[config.mk]
export PLATFORM = sky130hd
export DESIGN_NAME = freq_monitor_seq_flat
export DESIGN_NICKNAME = d
export VERILOG_FILES = /design/src/rtl/freq_monitor_seq_if.sv /design/src/rtl/freq_monitor_seq.sv /design/src/flat_wrapper.sv
export SDC_FILE = /design/constraint.sdc
export NUM_CORES = 1
export LEC_CHECK = 0
export CAP_MARGIN = 20
export CORE_MARGIN = 3
export CORE_UTILIZATION = 35
export CTS_BUF_LIST = sky130_fd_sc_hd__clkbuf_8
export DETAILED_ROUTE_END_ITERATION = 8
export PLACE_DENSITY = 0.66
export SLEW_MARGIN = 15
export SYNTH_ARGS = -nofsm -noshare
export SYNTH_HDL_FRONTEND = slang
export SYNTH_SLANG_ARGS = --single-unit
[constraint.sdc]
create_clock -name clk -period 6.36 [get_ports clk]
set_input_delay 1.272 -clock clk [delete_from_list [all_inputs] [get_ports clk]]
set_output_delay 1.272 -clock clk [all_outputs]
set_load 0.02 [all_outputs]
[src/rtl/freq_monitor_seq_if.sv]
// ----------------------------------------------------------------------------
// freq_monitor_seq_if
// Read-only intbus link between the frequency-monitor sequencer (master) and a
// freq_counter register block (slave).
//   m_addr   : read address, held from the strobe until the read completes
//   m_rd     : one-cycle read strobe
//   m_rdata  : read data, valid while m_rvalid is high
//   m_rvalid : read data valid
// ----------------------------------------------------------------------------
interface freq_monitor_seq_if;
    logic [31:0] m_addr;
    logic        m_rd;
    logic [31:0] m_rdata;
    logic        m_rvalid;

    modport master (
        output m_addr,
        output m_rd,
        input  m_rdata,
        input  m_rvalid
    );

    modport slave (
        input  m_addr,
        input  m_rd,
        output m_rdata,
        output m_rvalid
    );
endinterface

[src/rtl/freq_monitor_seq.sv]
// ----------------------------------------------------------------------------
// freq_monitor_seq
// Sequencer that identifies a freq_counter over intbus, then periodically
// sweeps its per-channel count registers, latches the counts and raises a
// sticky alarm for any channel whose count falls outside [thr_lo, thr_hi].
//
// Ports
//   clk        : single clock, also clocks the intbus master side
//   resetn     : asynchronous active-low reset
//   enable     : 1 = run sweeps, 0 = stop at the end of the current sweep
//   thr_lo     : per-channel lower bound, channel i at [24i+23:24i]
//   thr_hi     : per-channel upper bound, same packing
//   m_bus      : intbus master (m_addr, m_rd, m_rdata, m_rvalid)
//   freq_out   : last captured count per channel
//   alarm      : sticky out-of-window flag per channel
//   sweep_done : one-cycle pulse after the last channel of a sweep is checked
//   err        : 0 none, 1 ID mismatch, 2 channel-count mismatch, 3 timeout
//   busy       : high while a read or check is in progress
// ----------------------------------------------------------------------------
module freq_monitor_seq #(
    parameter int          CHANNELS    = 4,
    parameter logic [31:0] FC_BASEADDR = 32'h0000_0000,
    parameter int          POLL_DIV    = 1000000,
    parameter int          TIMEOUT     = 15
) (
    input  logic                    clk,
    input  logic                    resetn,
    input  logic                    enable,
    input  logic [24*CHANNELS-1:0]  thr_lo,
    input  logic [24*CHANNELS-1:0]  thr_hi,
    freq_monitor_seq_if.master      m_bus,
    output logic [24*CHANNELS-1:0]  freq_out,
    output logic [CHANNELS-1:0]     alarm,
    output logic                    sweep_done,
    output logic [1:0]              err,
    output logic                    busy
);

    localparam int CH_W  = (CHANNELS > 1) ? $clog2(CHANNELS) : 1;
    localparam int TMO_W = $clog2(TIMEOUT + 1);

    localparam logic [15:0]       ID_CODE   = 16'h1C40;
    localparam logic [31:0]       ID_ADDR   = FC_BASEADDR;
    localparam logic [31:0]       CHAN_ADDR = FC_BASEADDR + 32'd1;
    localparam logic [31:0]       FREQ_ADDR = FC_BASEADDR + 32'd4;
    localparam logic [31:0]       POLL_LOAD = 32'(POLL_DIV - 1);
    localparam logic [TMO_W-1:0]  TMO_LAST  = TMO_W'(TIMEOUT - 1);
    localparam logic [CH_W-1:0]   CH_LAST   = CH_W'(CHANNELS - 1);

    typedef enum logic [2:0] {
        S_IDLE,
        S_RD_ID,
        S_RD_CHAN,
        S_WAIT,
        S_RD_FREQ,
        S_CHECK,
        S_ERR
    } state_t;

    state_t                 r_state;
    logic [31:0]            r_addr;
    logic                   r_rd;
    logic [TMO_W-1:0]       r_tmo;
    logic [31:0]            r_poll;
    logic [CH_W-1:0]        r_ch;
    logic [24*CHANNELS-1:0] r_freq;
    logic [CHANNELS-1:0]    r_alarm;
    logic                   r_done;
    logic [1:0]             r_err;
    logic                   r_arm;

    logic [23:0]            w_val;
    logic [23:0]            w_lo;
    logic [23:0]            w_hi;
    logic                   w_out_of_window;
    logic                   w_in_read;

    assign w_val           = r_freq[24*int'(r_ch) +: 24];
    assign w_lo            = thr_lo[24*int'(r_ch) +: 24];
    assign w_hi            = thr_hi[24*int'(r_ch) +: 24];
    assign w_out_of_window = (w_val < w_lo) || (w_val > w_hi);
    assign w_in_read       = (r_state == S_RD_ID) || (r_state == S_RD_CHAN) ||
                             (r_state == S_RD_FREQ);

    always_ff @(posedge clk or negedge resetn) begin
        if (!resetn) begin
            r_state <= S_IDLE;
            r_addr  <= '0;
            r_rd    <= 1'b0;
            r_tmo   <= '0;
            r_poll  <= '0;
            r_ch    <= '0;
            r_freq  <= '0;
            r_alarm <= '0;
            r_done  <= 1'b0;
            r_err   <= 2'd0;
            r_arm   <= 1'b0;
        end else begin
            r_rd   <= 1'b0;
            r_done <= 1'b0;
            // r_arm holds off the first read until the second edge after reset release.
            r_arm  <= 1'b1;

            // The poll counter free-runs across the whole sweep so the period
            // between sweep starts is POLL_DIV regardless of sweep length.
            if (r_poll != '0) begin
                r_poll <= r_poll - 32'd1;
            end

            // Shared timeout for every read state; a response on the
            // expiring cycle still counts as a completed read.
            if (w_in_read && !m_bus.m_rvalid) begin
                if (r_tmo == TMO_LAST) begin
                    r_tmo   <= '0;
                    r_err   <= 2'd3;
                    r_state <= S_ERR;
                end else begin
                    r_tmo <= r_tmo + 1'b1;
                end
            end

            case (r_state)
                S_IDLE: begin
                    if (enable && r_arm) begin
                        r_alarm <= '0;
                        r_rd    <= 1'b1;
                        r_addr  <= ID_ADDR;
                        r_tmo   <= '0;
                        r_state <= S_RD_ID;
                    end
                end
                S_RD_ID: begin
                    if (m_bus.m_rvalid) begin
                        r_tmo <= '0;
                        if (m_bus.m_rdata[15:0] != ID_CODE) begin
                            r_err   <= 2'd1;
                            r_state <= S_ERR;
                        end else begin
                            r_rd    <= 1'b1;
                            r_addr  <= CHAN_ADDR;
                            r_state <= S_RD_CHAN;
                        end
                    end
                end
                S_RD_CHAN: begin
                    if (m_bus.m_rvalid) begin
                        r_tmo <= '0;
                        if (m_bus.m_rdata != 32'(CHANNELS)) begin
                            r_err   <= 2'd2;
                            r_state <= S_ERR;
                        end else begin
                            r_poll  <= POLL_LOAD;
                            r_state <= S_WAIT;
                        end
                    end
                end
                S_WAIT: begin
                    if (r_poll == '0) begin
                        if (enable) begin
                            r_ch    <= '0;
                            r_rd    <= 1'b1;
                            r_addr  <= FREQ_ADDR;
                            r_tmo   <= '0;
                            r_poll  <= POLL_LOAD;
                            r_state <= S_RD_FREQ;
                        end else begin
                            r_state <= S_IDLE;
                        end
                    end
                end
                S_RD_FREQ: begin
                    if (m_bus.m_rvalid) begin
                        r_tmo                      <= '0;
                        r_freq[24*int'(r_ch) +: 24] <= m_bus.m_rdata[23:0];
                        r_state                    <= S_CHECK;
                    end
                end
                S_CHECK: begin
                    if (w_out_of_window) begin
                        r_alarm[r_ch] <= 1'b1;
                    end
                    // enable is not consulted here: a started sweep always completes.
                    if (r_ch == CH_LAST) begin
                        r_done  <= 1'b1;
                        r_ch    <= '0;
                        r_state <= S_WAIT;
                    end else begin
                        r_ch    <= r_ch + 1'b1;
                        r_rd    <= 1'b1;
                        r_addr  <= FREQ_ADDR + 32'(r_ch) + 32'd1;
                        r_tmo   <= '0;
                        r_state <= S_RD_FREQ;
                    end
                end
                S_ERR: begin
                    if (!enable) begin
                        r_err   <= 2'd0;
                        r_state <= S_IDLE;
                    end
                end
                default: r_state <= S_IDLE;
            endcase
        end
    end

    assign m_bus.m_addr = r_addr;
    assign m_bus.m_rd   = r_rd;
    assign freq_out     = r_freq;
    assign alarm        = r_alarm;
    assign sweep_done   = r_done;
    assign err          = r_err;
    assign busy         = (r_state == S_RD_ID) || (r_state == S_RD_CHAN) ||
                          (r_state == S_RD_FREQ) || (r_state == S_CHECK);

endmodule
[src/flat_wrapper.sv]
// flat-port wrapper written by rule: the top's interface ports become plain ports
module freq_monitor_seq_flat 
#(
    parameter int          CHANNELS    = 4,
    parameter logic [31:0] FC_BASEADDR = 32'h0000_0000,
    parameter int          POLL_DIV    = 1000000,
    parameter int          TIMEOUT     = 15
)
  (clk, resetn, enable, thr_lo, thr_hi, freq_out, alarm, sweep_done, err, busy, m_bus_m_addr, m_bus_m_rd, m_bus_m_rdata, m_bus_m_rvalid);
  freq_monitor_seq_if m_bus_i ();
  input  logic clk;
  input  logic resetn;
  input  logic enable;
  input  logic [24*CHANNELS-1:0] thr_lo;
  input  logic [24*CHANNELS-1:0] thr_hi;
  output logic [24*CHANNELS-1:0] freq_out;
  output logic [CHANNELS-1:0] alarm;
  output logic sweep_done;
  output logic [1:0] err;
  output logic busy;
  output wire logic [$bits(m_bus_i.m_addr)-1:0] m_bus_m_addr;
  output wire logic [$bits(m_bus_i.m_rd)-1:0] m_bus_m_rd;
  input wire logic [$bits(m_bus_i.m_rdata)-1:0] m_bus_m_rdata;
  input wire logic [$bits(m_bus_i.m_rvalid)-1:0] m_bus_m_rvalid;
  assign m_bus_m_addr = m_bus_i.m_addr;
  assign m_bus_m_rd = m_bus_i.m_rd;
  assign m_bus_i.m_rdata = m_bus_m_rdata;
  assign m_bus_i.m_rvalid = m_bus_m_rvalid;
  freq_monitor_seq #(.CHANNELS(CHANNELS), .FC_BASEADDR(FC_BASEADDR), .POLL_DIV(POLL_DIV), .TIMEOUT(TIMEOUT)) u_core (.clk(clk), .resetn(resetn), .enable(enable), .thr_lo(thr_lo), .thr_hi(thr_hi), .m_bus(m_bus_i), .freq_out(freq_out), .alarm(alarm), .sweep_done(sweep_done), .err(err), .busy(busy));
endmodule
======== After elaboration in Yosys (flattened, before gate mapping) ========
Cells that the tools add are included.
word-level totals
  register bits ........................... 178
  output and inout port bits .............. 137
  bits in read-only memories .............. 0
  memories ................................ 0
  bits in latches ......................... 0
  RAM bits ................................ 0
  word-level logic and storage cells ...... 125
cells by class
  bitwise logic cells ..................... 1
  multiplexer cells ....................... 61
  equal/unequal tests ..................... 17
  div/mod/pow operators ................... 0
  order comparisons ....................... 4
  $add $sub $neg .......................... 6
  shift-type cells ........................ 5
  reduce and logical (&&, ||, !) cells .... 19
  multipliers ............................. 1
operator list
  operator                                                                   count
  32-bit 2-to-1 mux                                                          11
  96-bit by 32-bit variable part select with 24-bit output                   2
  32-bit one-hot mux with 4 select lines                                     1
  96-bit bitwise mux                                                         1
  24-bit by 33-bit variable shift with 96-bit output (first input constant)  1
  24-bit by 33-bit variable part select with 96-bit output                   1
  96-bit by 8-bit variable part select with 24-bit output                    1
  32-bit one-hot mux with 2 select lines                                     1
  3-bit 2-to-1 mux                                                           12
  4-bit 2-to-1 mux                                                           9
  32-bit negation with 33-bit output                                         1
  32-bit by 1-bit adder with 32-bit output (second input constant)           1
  32-bit logical NOT                                                         1
  32-bit by 3-bit != test with 1-bit output (second input constant)          1
  32-bit nonzero test                                                        1
  32-bit by 1-bit subtractor with 32-bit output (second input constant)      1
  24-bit greater-than comparator                                             1
  24-bit less-than comparator                                                1
  3-bit one-hot mux with 7 select lines                                      1
  2-bit 2-to-1 mux                                                           10
  16-bit by 13-bit != test with 1-bit output (second input constant)         1
  4-bit one-hot mux with 4 select lines                                      1
  3-bit == test (second input constant)                                      3
  1-bit 2-to-1 mux                                                           9
  other kinds (28)                                                           41

======== Longest topological paths before layout ========
  word-level depth ........................ 8
  mapped depth ............................ 12
  gate-level depth less buffers ........... 9

======== Least setup slack after synthesis ========
OpenSTA, ideal clock, no wires.
  path type ............................... reg2reg
  start point ............................. register u_core.r_ch[0]
  end point ............................... register u_core.r_alarm[0] (netlist: u_core.alarm[0])
  arrival ................................. 3570 ps
  library setup time ...................... 134 ps
  clock period less this slack ............ 3704 ps
  cell stages (with the launch flop) ...... 12
  setup slack ............................. 2656 ps
  path through ............................ dfrtp_1 clkbuf_1 buf_1 buf_1 mux4_2 ha_1 nand4_1 o21ai_0 a21oi_1 or4_1 a32oi_1 o21ai_0
between the ends
  longest elaborated chain between the ends .. 7
  elaborated cells on any way between the ends .. 17
  classes of those cells .................. 1 x mul; 4 x order compare; 1 x eq/ne; 3 x shift; 4 x mux; 1 x bitwise; 3 x reduce/logical
ends and longest elaborated chain
  what                                                                                 line                     source
  start, declared                                                                      freq_monitor_seq.sv:65   logic [CH_W-1:0] r_ch;
  start signal, assigned                                                               freq_monitor_seq.sv:188  r_ch <= r_ch + 1'b1;
  parallel branches: the longest is 7 deep, another holds 24-bit less-than comparator  -
  end signal, assigned                                                                 freq_monitor_seq.sv:94   r_alarm <= '0;
  end signal, assigned                                                                 freq_monitor_seq.sv:125  r_alarm <= '0;
  end signal, assigned by index                                                        freq_monitor_seq.sv:180  r_alarm[r_ch] <= 1'b1;
  end, declared                                                                        freq_monitor_seq.sv:67   logic [CHANNELS-1:0] r_alarm;
Several ways; the timed one is not identified. The select of a mux whose other input is x is not followed.
A chain may end at the register's enable or synchronous reset.

======== Final worst setup path ========
  start point ............................. register u_core.r_ch[0]
  end point ............................... register u_core.r_alarm[2] (netlist: u_core.alarm[2])
The elaborated chain is that of the path after synthesis.

==> impl_metrics.xml <==
<?xml version="1.0" encoding="UTF-8"?>
<metrics>
  <group name="outcome">
    <metric name="run_status" unit="">finished clean</metric>
  </group>
  <group name="worst_setup_path">
    <metric name="startpoint_type" unit="">register</metric>
    <metric name="r2r_setup_slack" unit="ns">2.23</metric>
    <metric name="data_required_time_at_the_worst_endpoint" unit="ns">6.72</metric>
    <metric name="regToRegStartpoint" unit="">u_core.r_ch[0]</metric>
    <metric name="regToRegEndpoint" unit="">u_core.alarm[2]</metric>
    <metric name="worstSetupEndpoint" unit="">u_core.alarm[2]</metric>
    <metric name="worst_ep_arrival_time" unit="ns">4.49</metric>
    <metric name="crit_path_start" unit="">u_core.r_ch[0]</metric>
    <metric name="timing.critical_path.fanout_max" unit="">100</metric>
    <metric name="r2r.worst_path.cells" unit="">10</metric>
    <metric name="category_of_the_worst_setup_path_capture_point" unit="">register</metric>
    <metric name="crit_type" unit="">register to register</metric>
  </group>
  <group name="yosys">
    <metric name="postSynthRegisterBits" unit="">150</metric>
    <metric name="synth_top_flop_cell" unit="">dfrtp_1</metric>
    <metric name="synth-simple-area-share" unit="%">17.0</metric>
    <metric name="synth.yosys.warnings" unit="">0</metric>
    <metric name="synth.most_common_cell" unit="">dfrtp_1</metric>
    <metric name="most_instantiated_cells_after_synthesis" unit="">150 x dfrtp_1, 132 x nand2_1, 79 x nor2_1</metric>
    <metric name="yosys.area_share.xor_xnor" unit="%">2.15</metric>
    <metric name="synthArstFlopShare" unit="%">100</metric>
    <metric name="area_fraction_in_compound_gates_after_synthesis" unit="%">15.1</metric>
    <metric name="netlist_instances" unit="">1082</metric>
    <metric name="netlist_top_cells_area" unit="">dfrtp_1 35%, mux4_2 15%, ha_1 6.6%</metric>
    <metric name="yosys.cell_types.count" unit="">62</metric>
    <metric name="synth.yosys.seq_area_share" unit="%">35.5</metric>
    <metric name="synth.top_cell.area_share" unit="%">35.5</metric>
    <metric name="synth_edf_count" unit="">0</metric>
    <metric name="syn-cell-area" unit="sq um">10600</metric>
    <metric name="yosysTopAreaCell" unit="">dfrtp_1</metric>
    <metric name="synth_area_in_adders" unit="%">6.63</metric>
    <metric name="synth.avg_cell_area" unit="sq um">9.77</metric>
    <metric name="synth_top_family_by_area" unit="">simple AND/OR/NAND/NOR gates</metric>
    <metric name="post_synth_mux_area_share" unit="%">16.7</metric>
  </group>
  <group name="clock_tree">
    <metric name="postCtsSetupRepairBufs" unit="">0</metric>
    <metric name="holdBufCountCts" unit="">0</metric>
    <metric name="clockRootBuffer" unit="">clkbuf_8</metric>
    <metric name="cts_sinks" unit="">150</metric>
    <metric name="cts_tree" unit="">built</metric>
    <metric name="number_of_gates_resized_after_cts" unit="">0</metric>
    <metric name="tritoncts.num_buffers" unit="">17</metric>
    <metric name="ctsLongestPathBuffers" unit="">2</metric>
    <metric name="insertion_delay" unit="ns">0.46</metric>
    <metric name="cts.htree.levels" unit="">4</metric>
    <metric name="clk_transition_reported_paths" unit="ns">0.09</metric>
  </group>
  <group name="detailed_routing">
    <metric name="drc_violations_left" unit="">0</metric>
    <metric name="totalWireLength" unit="microns">41100</metric>
    <metric name="drt_pass1_iterations" unit="">5</metric>
    <metric name="number_of_routed_nets_with_antenna_violations" unit="">0</metric>
    <metric name="drt-wirelength-per-cell" unit="microns">23.0</metric>
    <metric name="initial_drt_markers" unit="">897</metric>
    <metric name="drt-vias-per-instance" unit="">5.63</metric>
    <metric name="routed-via-count" unit="">10054</metric>
  </group>
  <group name="placed_design">
    <metric name="port_buffers" unit="">336</metric>
    <metric name="placed_cell_area" unit="sq um">14200</metric>
    <metric name="dp.final_hpwl" unit="microns">32100</metric>
    <metric name="routabilityCongestion" unit="">0.933</metric>
    <metric name="dp_slack" unit="ns">1.96</metric>
  </group>
  <group name="hold_path">
    <metric name="hold_path.class" unit="">register to register</metric>
  </group>
  <group name="layout">
    <metric name="final_nets" unit="">1665</metric>
    <metric name="final_area" unit="sq um">14600</metric>
    <metric name="share_of_post_route_cells_with_drive_strength_above_1" unit="%">9.76</metric>
    <metric name="flow.area_growth_from_synthesis" unit="%">37.7</metric>
    <metric name="fillers" unit="">2763</metric>
  </group>
  <group name="sta">
    <metric name="clock-skew-final" unit="ns">0.0200</metric>
    <metric name="setup_ws_post_layout" unit="ns">2.23</metric>
    <metric name="slew_headroom" unit="%">33.7</metric>
    <metric name="timing.final.max_slew_violations" unit="">0</metric>
    <metric name="worst_hold_slack" unit="ns">0.498</metric>
    <metric name="finalWorstPathRequiredPeriod" unit="ns">4.13</metric>
    <metric name="rsz0062_at_grt" unit="">false</metric>
    <metric name="fmaxAchievable" unit="MHz">242</metric>
    <metric name="final_min_period_over_clock_period" unit="%">65.0</metric>
    <metric name="final-setup-viol-count" unit="">0</metric>
    <metric name="worst_slew_pin_slew" unit="ns">0.970</metric>
    <metric name="timing.final.hold_violations" unit="">0</metric>
    <metric name="final.setup.tns" unit="ns">0</metric>
  </group>
  <group name="power">
    <metric name="power.static_leakage" unit="nW">5.89</metric>
    <metric name="power.density_cell_area" unit="nW/um^2">414</metric>
    <metric name="worst_ir_drop_vdd" unit="mV">0.341</metric>
    <metric name="overall_power_of_the_completed_layout" unit="mW">6.03</metric>
  </group>
  <group name="die">
    <metric name="initial_core_util" unit="%">35.6</metric>
    <metric name="rows" unit="">63</metric>
    <metric name="die_width" unit="microns">180</metric>
    <metric name="design.die.area" unit="sq um">32300</metric>
    <metric name="die-height" unit="microns">180</metric>
    <metric name="top_level_ports" unit="">365</metric>
    <metric name="fp.coreArea" unit="sq um">29700</metric>
  </group>
  <group name="grt">
    <metric name="wire_length_of_the_first_global_routing_pass" unit="microns">61900</metric>
    <metric name="grt_pass1_vias" unit="">9925</metric>
    <metric name="grt_use_total" unit="%">24.6</metric>
    <metric name="antenna_found_initial" unit="">2</metric>
    <metric name="grt.overflow.total" unit="">0</metric>
    <metric name="grt_max_degree" unit="">101</metric>
  </group>
  <group name="run">
    <metric name="maxCapViolCount" unit="">0</metric>
  </group>
</metrics>
[metrics by stage]
step / std cells / util, %
final: 1785 / 49.0
after floorplan: 1109 / -
after CTS: 1783 / 49.0
after global routing: 1785 / 49.0
after global placement: 1752 / 47.7
after detailed placement: 1752 / 47.7
[critical path: stages, from the launching register on]
cell and delay (ns):
dfrtp_4 0.43, buf_12 0.47, mux4_2 0.64, ha_1 0.34
a21o_1 0.17, nand3_1 0.08, a21oi_1 0.06, a2111oi_0 0.86
buf_4 0.23, a32oi_1 0.29, o21ai_0 0.26
[power by group]
| part | total [mW] | internal [mW] | leakage [nW] | switching, mW |
|---|---|---|---|---|
| clock | 0.728 | 0.335 | 0.193 | 0.393 |
| sequential | 1.58 | 1.21 | 1.89 | 0.365 |
| combinational | 3.72 | 1.65 | 3.81 | 2.07 |
[cell families (layout without fill, tap and decap cells)]
family,after synthesis,after routing
compound gates,238,238
xor+xnor,26,26
fa+ha+maj,56,56
buf+inv,160,444
flops,150,150
mux,86,86
other cells,2,31
simple gates,364,364
[metal layers]
layer  vias to the layer above  share of wire [%]  GRT usage [%]
met1                      5023                 40           31.2
li1                       4563                  -              -
met5                         -                  0              0
met2                       409                 51           42.8
met3                        59                6.8           5.22
met4                         0                2.2           6.22
[cell type report]
cell class	count	area, sq um	area share [%]
Multi-Input combinational cell	799	6200	42.6
Inverter	63	236	1.62
Tap cell	390	488	3.35
Sequential cell	150	3760	25.8
Clock buffer	19	262	1.80
Timing Repair Buffer	350	3480	23.9
Clock inverter	12	118	0.808
Antenna cell	2	5.00	0.0344
[how the worst min path moves through the flow]
stage / end / cells past startpoint / from / slack, ns
2_1_floorplan: u_core.r_poll[14] / 2 / u_core.r_poll[14] / 0.47
3_3_place_gp: u_core.m_bus.m_addr[3] / 1 / u_core.m_bus.m_addr[3] / 0.47
3_5_place_dp: u_core.freq_out[7] / 2 / u_core.freq_out[7] / 0.48
4_1_cts: u_core.freq_out[7] / 2 / u_core.freq_out[7] / 0.50
5_1_grt: u_core.r_poll[14] / 2 / u_core.r_poll[14] / 0.53
6_report: u_core.freq_out[7] / 2 / u_core.freq_out[7] / 0.50
[state kept, by name (all words and copies together), names as in the netlist]
name / cells
u_core.freq_out: 96
u_core.r_poll: 32
u_core.alarm: 4
u_core.m_bus.m_addr: 4
u_core.r_tmo: 4
u_core.r_state: 3
u_core.err: 2
u_core.r_ch: 2
u_core.m_bus.m_rd: 1
u_core.r_arm: 1
u_core.sweep_done: 1
[cell usage in the layout, fill, tap and decap left out, drive strengths merged, types with 8 or more instances in the layout]
master and instances:
nand4 17, nor4 22, conb 29, nand2 132, mux2i 12, a22o 32, mux4 72, nand3b 13
nor2 79, a221oi 9, nor3 22, or4 9, ha 56, o31ai 29, or3 8, a21oi 33
clkbuf 19, clkdlybuf4s50 335, o21ai 70, xnor2 21, buf 15, dfrtp 150, nand3 35, inv 69
a22oi 24
No activity file was read; power rests on OpenSTA's default activity.
